## src/rtl/krnl_partialknn_local_sp_reader.sv

```systemverilog
// Burst reader: streams a run of consecutive words from a single-port
// memory onto a valid/ready output stream. A small FIFO absorbs the
// memory read latency. Reads are issued only while there is guaranteed
// room for the returning data.
// Optional build macro KRNL_PARTIALKNN_SP_READER_PERF_EN adds the
// perf_stall_cnt output, which counts back-pressure cycles.
module krnl_partialknn_local_sp_reader #(
  parameter int DATA_WIDTH   = 256,
  parameter int ADDR_WIDTH   = 11,
  parameter int READ_LATENCY = 2,
  parameter int FIFO_DEPTH   = 4
) (
  input  logic                  clk,
  input  logic                  reset_n,
  input  logic                  start,
  input  logic [ADDR_WIDTH-1:0] base_addr,
  input  logic [ADDR_WIDTH:0]   length,
  output logic                  busy,
  output logic                  done,
  output logic [ADDR_WIDTH-1:0] mem_address0,
  output logic                  mem_ce0,
  output logic                  mem_we0,
  output logic [DATA_WIDTH-1:0] mem_d0,
  input  logic [DATA_WIDTH-1:0] mem_q0,
  output logic [DATA_WIDTH-1:0] m_tdata,
  output logic                  m_tvalid,
  input  logic                  m_tready,
  output logic                  m_tlast
`ifdef KRNL_PARTIALKNN_SP_READER_PERF_EN
  ,
  output logic [31:0]           perf_stall_cnt
`endif
);

  localparam int PTR_W = $clog2(FIFO_DEPTH);
  localparam int CNT_W = PTR_W + 1;
  localparam int LEN_W = ADDR_WIDTH + 1;

  typedef enum logic [1:0] {IDLE, ISSUE, DRAIN} state_t;

  state_t                  state_q, state_d;
  logic                    run_q, run_d;
  logic                    done_q, done_d;
  logic                    ce_q, ce_d;
  logic [ADDR_WIDTH-1:0]   addr_q, addr_d;
  logic [ADDR_WIDTH-1:0]   next_addr_q, next_addr_d;
  logic [LEN_W-1:0]        len_q, len_d;
  logic [LEN_W-1:0]        issue_left_q, issue_left_d;
  logic [LEN_W-1:0]        beat_cnt_q, beat_cnt_d;
  logic [READ_LATENCY-1:0] lat_sr_q, lat_sr_d;
  logic [DATA_WIDTH-1:0]   fifo_q [FIFO_DEPTH];
  logic [DATA_WIDTH-1:0]   fifo_d [FIFO_DEPTH];
  logic [PTR_W-1:0]        wr_ptr_q, wr_ptr_d;
  logic [PTR_W-1:0]        rd_ptr_q, rd_ptr_d;
  logic [CNT_W-1:0]        count_q, count_d;
  logic [CNT_W-1:0]        inflight_q, inflight_d;

  logic                    accept;
  logic                    accept_burst;
  logic                    accept_empty;
  logic                    capture;
  logic                    pop;
  logic                    last_beat;
  logic                    credit_ok;
  logic                    issue_more;
  logic [CNT_W:0]          credit_used;

  // Handshake decode and read-credit check (a beat leaving this edge frees its slot)
  always_comb begin
    accept       = (state_q == IDLE) && start && run_q;
    accept_burst = accept && (length != '0);
    accept_empty = accept && (length == '0);
    capture      = lat_sr_q[READ_LATENCY-1];
    pop          = m_tvalid && m_tready;
    last_beat    = pop && m_tlast;
    credit_used  = {1'b0, inflight_q} + {1'b0, count_q} - {{CNT_W{1'b0}}, pop};
    credit_ok    = credit_used < (CNT_W+1)'(FIFO_DEPTH);
    issue_more   = (state_q == ISSUE) && credit_ok;
  end

  // State register
  always_ff @(posedge clk or negedge reset_n) begin
    if (!reset_n) state_q <= IDLE;
    else          state_q <= state_d;
  end

  // Next-state logic: the first read goes out on the accepting edge itself
  always_comb begin
    state_d = state_q;
    case (state_q)
      IDLE:    if (accept_burst) state_d = (length == LEN_W'(1)) ? DRAIN : ISSUE;
      ISSUE:   if (issue_more && (issue_left_q == LEN_W'(1))) state_d = DRAIN;
      DRAIN:   if (last_beat) state_d = IDLE;
      default: state_d = IDLE;
    endcase
  end

  // Datapath next values: read issue, latency tracking, FIFO and beat count
  always_comb begin
    run_d        = 1'b1;
    done_d       = 1'b0;
    ce_d         = 1'b0;
    addr_d       = addr_q;
    next_addr_d  = next_addr_q;
    len_d        = len_q;
    issue_left_d = issue_left_q;
    beat_cnt_d   = beat_cnt_q;
    fifo_d       = fifo_q;
    wr_ptr_d     = wr_ptr_q;
    rd_ptr_d     = rd_ptr_q;

    lat_sr_d[0] = ce_q;
    for (int i = 1; i < READ_LATENCY; i++) lat_sr_d[i] = lat_sr_q[i-1];

    if (accept_burst) begin
      ce_d         = 1'b1;
      addr_d       = base_addr;
      next_addr_d  = base_addr + ADDR_WIDTH'(1);
      len_d        = length;
      issue_left_d = length - LEN_W'(1);
    end else if (issue_more) begin
      ce_d         = 1'b1;
      addr_d       = next_addr_q;
      next_addr_d  = next_addr_q + ADDR_WIDTH'(1);
      issue_left_d = issue_left_q - LEN_W'(1);
    end

    if (accept_empty || last_beat) done_d = 1'b1;

    if (capture) begin
      fifo_d[wr_ptr_q] = mem_q0;
      wr_ptr_d         = wr_ptr_q + PTR_W'(1);
    end
    if (pop) begin
      rd_ptr_d   = rd_ptr_q + PTR_W'(1);
      beat_cnt_d = beat_cnt_q + LEN_W'(1);
    end
    if (accept_burst) beat_cnt_d = '0;

    count_d    = count_q + CNT_W'(capture) - CNT_W'(pop);
    inflight_d = inflight_q + CNT_W'(ce_d) - CNT_W'(capture);
  end

  // Datapath registers, all cleared by reset so a reset drops every pending read
  always_ff @(posedge clk or negedge reset_n) begin
    if (!reset_n) begin
      run_q        <= 1'b0;
      done_q       <= 1'b0;
      ce_q         <= 1'b0;
      addr_q       <= '0;
      next_addr_q  <= '0;
      len_q        <= '0;
      issue_left_q <= '0;
      beat_cnt_q   <= '0;
      lat_sr_q     <= '0;
      for (int i = 0; i < FIFO_DEPTH; i++) fifo_q[i] <= '0;
      wr_ptr_q     <= '0;
      rd_ptr_q     <= '0;
      count_q      <= '0;
      inflight_q   <= '0;
    end else begin
      run_q        <= run_d;
      done_q       <= done_d;
      ce_q         <= ce_d;
      addr_q       <= addr_d;
      next_addr_q  <= next_addr_d;
      len_q        <= len_d;
      issue_left_q <= issue_left_d;
      beat_cnt_q   <= beat_cnt_d;
      lat_sr_q     <= lat_sr_d;
      fifo_q       <= fifo_d;
      wr_ptr_q     <= wr_ptr_d;
      rd_ptr_q     <= rd_ptr_d;
      count_q      <= count_d;
      inflight_q   <= inflight_d;
    end
  end

  // Output decode: stream head is gated so idle data reads as zero
  always_comb begin
    busy         = (state_q != IDLE);
    done         = done_q;
    mem_ce0      = ce_q;
    mem_address0 = addr_q;
    mem_we0      = 1'b0;
    mem_d0       = '0;
    m_tvalid     = (count_q != '0);
    m_tdata      = m_tvalid ? fifo_q[rd_ptr_q] : '0;
    m_tlast      = m_tvalid && (beat_cnt_q == (len_q - LEN_W'(1)));
  end

`ifdef KRNL_PARTIALKNN_SP_READER_PERF_EN
  logic [31:0] perf_q, perf_d;

  // Saturating back-pressure counter, restarted by each accepted start
  always_comb begin
    perf_d = perf_q;
    if (accept) perf_d = '0;
    else if (m_tvalid && !m_tready && (perf_q != 32'hFFFF_FFFF)) perf_d = perf_q + 32'd1;
  end

  // Back-pressure counter register
  always_ff @(posedge clk or negedge reset_n) begin
    if (!reset_n) perf_q <= '0;
    else          perf_q <= perf_d;
  end

  assign perf_stall_cnt = perf_q;
`endif

endmodule

```

## config.mk

```make
export PLATFORM = sky130hd
export DESIGN_NAME = krnl_partialknn_local_sp_reader
export DESIGN_NICKNAME = d
export VERILOG_FILES = /design/src/rtl/krnl_partialknn_local_sp_reader.sv
export SDC_FILE = /design/constraint.sdc
export NUM_CORES = 1
export LEC_CHECK = 0
export CAP_MARGIN = 20
export CORE_MARGIN = 5
export CORE_UTILIZATION = 49
export DETAILED_ROUTE_END_ITERATION = 16
export PLACE_DENSITY = 0.79
export SLEW_MARGIN = 20
export SYNTH_ARGS = -nofsm -noshare
export SYNTH_HDL_FRONTEND = slang
export SYNTH_SLANG_ARGS = --single-unit
export TNS_END_PERCENT = 30
```

## constraint.sdc

```tcl
create_clock -name clk -period 3.1 [get_ports clk]
set_clock_uncertainty 0.15 [all_clocks]
set_input_delay 0.465 -clock clk [delete_from_list [all_inputs] [get_ports clk]]
set_output_delay 0.465 -clock clk [all_outputs]
set_load 0.02 [all_outputs]
```

==> flow_summary_export.csv <==
group,metric,value,unit
route,route.detailed.drc,0,
cells_and_area,final_area,64600,sq um
clock_network,clock_latency,0.69,ns
critical_path,path_class,"flip-flop to output pin",
clock_network,cts_tree,"built",
global_routing,grt_pass1_vias,33900,
logic_synthesis,yosys_warnings,0,
job,cap_violations,0,
logic_synthesis,synthDominantCellAreaShare,53.1,%
power,p_total,32.1,mW
logic_synthesis,synthCells,3545,
route,drtAntennaViolNets,0,
sta,setup_slack,-0.444,ns
clock_network,cts_root_buf,"clkbuf_16",
global_routing,grt_start_max_net_pins,90,
critical_path,start_kind,"flip-flop",
critical_path,crit_path_end_kind,"output pin",
hold_path,hold_class,"input pin to asynchronous set/reset pin",
critical_path,crit_buf_inv,2,
sta,slew_violations,0,
sta,fin_crit,3.54,ns
floorplan,num_rows,119,
placement,dpl_cell_area,59600,sq um
logic_synthesis,synth_edf_count,0,
floorplan,die_x,335,microns
sta,final-setup-viol-count,148,
logic_synthesis,ys_async_sr_fraction,100,%
floorplan,start_util,49.3,%
power,cellPowerDensity,497,nW/um^2
logic_synthesis,synth_most_common_cell,"dfrtp_1",
floorplan,ios,812,
logic_synthesis,synth_area,51800,sq um
logic_synthesis,synthTopCellsByCount,"dfrtp_1 (1099), mux2_2 (1025), and2_1 (260), buf_4 (260), mux4_2 (256)",
floorplan,die_h,335,microns
logic_synthesis,yosysSeqAreaShare,53.1,%
route,avgRoutedWirePerCell,22.8,microns
sta,timing.fmax,282,MHz
logic_synthesis,synth_area_leader_cell,"dfrtp_1",
logic_synthesis,synth_cell_types,57,
critical_path,arrival,2.93,ns
clock_network,clk_pin_slew_worst_paths,0.06,ns
critical_path,r2r_start,"count_q[1]",
power,peakVddDrop,0.472,mV
route,wirelength,132000,microns
critical_path,crit_chain,"or4_4, buf_4, nor3_1, o211ai_1, o311a_1, or3_4, a21oi_4, buf_6",
global_routing,grt_usage,23.0,%
floorplan,fp.dieArea,112000,sq um
cells_and_area,final_nets,4572,
clock_network,cts_max_path_buffers,3,
placement,gp_congestion,0.853,
logic_synthesis,avgSynthCellArea,14.6,sq um
cells_and_area,drive_above_1_share,47.3,%
power,p_leak,28.2,nW
clock_network,cts_inserted_buffers,114,
route,detail_route.vias_per_cell,5.40,
critical_path,cp_slowest_cell,"or4_4",
route,num_vias,31200,
clock_network,h-tree-depth,3,
critical_path,slowest_delay,0.56,ns
status,status,"finished, violations left",
critical_path,critPathRequiredTime,2.48,ns
status,violations,"setup timing",
global_routing,grt.overflow.total,0,
critical_path,cp_max_fo,2,
logic_synthesis,ys.flop_type,"dfrtp_1",
placement,dp_hpwl,89400,microns
cells_and_area,syn2layout_area_growth,24.6,%
floorplan,core,105000,sq um
global_routing,grt_antenna_before_repair,43,
global_routing,grt_pass1_wl,204000,microns
sta,rsz0062_at_grt,"yes",
logic_synthesis,synth_area_leaders,"dfrtp_1 (53%), mux2_2 (22%), mux4_2 (11%)",
critical_path,critPathTopFamily,"simple AND/OR/NAND/NOR gates",
logic_synthesis,ys_ff_latch,1099,
placement,io_buffer_count,554,
critical_path,critPathLaunch,"len_q[6]",
sta,worst_slew_pin_slew,0.896,ns
clock_network,clock_sinks,1099,
sta,max_slew_margin,40.0,%
route,drt_iter0_drc,1398,
cells_and_area,nFillCells,7741,
sta,hold_violations,0,
route,drt_pass1_iterations,5,
sta,fin_crit_sh,114,%
final timing paths:
check	endpoint	slack, ns	cells after the start
setup / recovery	m_tlast	-0.44	8
max in group asynchronous	fifo_q[414]	1.52	4
hold / removal	fifo_q[221]	0.20	2
hold reg to reg	lat_sr_q[1]	0.20	0
setup reg to reg	issue_left_q[0]	0.23	10
min in group clk	lat_sr_q[1]	0.20	0
per-stage QoR:
stage          TNS (ns)  hold slack [ns]  setup WS, ns  std cells  utilization, %
2_1_floorplan   -0.0384           0.0194       -0.0384       3801               -
3_3_place_gp      -1.91            0.198        -0.331       5463            56.7
3_5_place_dp      -3.02            0.203        -0.331       5463            56.7
4_1_cts          -68.52            0.188        -0.560       5712            61.1
5_1_grt          -38.02            0.203        -0.549       5779            61.4
6_report         -18.61            0.196        -0.444       5784            61.4
report_power, final:
part           internal (mW)  total (mW)  switching [mW]
clock network           8.83        14.6            5.74
registers               15.0        15.4           0.330
logic                   1.11        2.16            1.05
total                   25.0        32.1            7.12
per-layer routing:
| metal | track usage (%) | up-vias | wire length, microns |
|---|---|---|---|
| li1 | - | 13700 | - |
| met1 | 28.8 | 16500 | 51700 |
| met2 | 40.3 | 795 | 69600 |
| met3 | 4.50 | 226 | 6510 |
| met4 | 7.88 | 18 | 4080 |
| met5 | 0 | - | 133 |
cells by family (layout without fill, tap and decap cells):
group	Yosys count	after routing	share of synthesized area (%)
flip-flops	1099	1099	53.1
AO/OA/AOI/OAI	72	72	0.843
multiplexers	1286	1286	33.5
other	2	289	0.0145
AND/OR/NAND/NOR	490	490	5.25
adder cells (fa/ha/maj)	20	20	0.512
XOR/XNOR	70	70	1.18
buffers and inverters	506	1067	5.63
cell type report:
cell class | count | area, sq um | share of cell area (%)
Sequential cell | 1099 | 27500 | 42.6
Multi-Input combinational cell | 2196 | 22600 | 35.1
Timing Repair Buffer | 836 | 8460 | 13.1
Clock buffer | 167 | 3400 | 5.26
Tap cell | 1391 | 1740 | 2.70
Clock inverter | 42 | 657 | 1.02
Inverter | 22 | 82.6 | 0.128
Antenna cell | 31 | 77.6 | 0.120
what timing repair did:
action	4_1_cts	5_1_grt
cloned	6	2
pin swaps	1	1
buffers inserted	34	42
setup endpoints to repair	257	256
endpoints found under the hold margin	49	0
hold buffers	1	0
gates resized for setup	664	396
layout by cell type, fill, tap and decap left out, types with 17 or more instances in the layout:
| cell | count |
|---|---|
| dfrtp_1 | 1097 |
| mux2_2 | 1025 |
| clkdlybuf4s50_1 | 302 |
| conb_1 | 258 |
| mux4_2 | 256 |
| buf_4 | 186 |
| and2_1 | 184 |
| clkbuf_16 | 120 |
| nand2_1 | 90 |
| buf_6 | 77 |
| buf_2 | 77 |
| and2_4 | 76 |
| buf_12 | 67 |
| nor2_1 | 50 |
| clkbuf_2 | 48 |
| xnor2_1 | 39 |
| diode_2 | 31 |
| xor2_1 | 31 |
| clkbuf_8 | 26 |
| clkbuf_1 | 23 |
| inv_1 | 22 |
| o21ai_0 | 21 |
| dlymetal6s2s_1 | 21 |
| a21oi_1 | 18 |
| ha_1 | 18 |
| clkdlybuf4s15_2 | 18 |
| clkinv_2 | 17 |
flip-flops by register name, summed over array words and instances, names as in the netlist:
register / cells
rd_ptr_q: 2
run_q: 1
beat_cnt_q: 12
state_q: 2
wr_ptr_q: 2
issue_left_q: 12
lat_sr_q: 2
count_q: 3
next_addr_q: 11
done: 1
mem_address0: 11
len_q: 12
mem_ce0: 1
inflight_q: 3
fifo_q: 1024
worst reg2reg max path, cell delays in order (launching register included):
cell and delay (ns):
dfrtp_1 0.38, buf_4 0.16, o31a_1 0.31, nand2_1 0.07
ha_1 0.22, a31oi_1 0.21, mux2i_1 0.12, buf_4 0.15
nor2_1 0.67, xnor2_1 0.20, mux2i_1 0.09
Power figures use the tool's default switching activity.
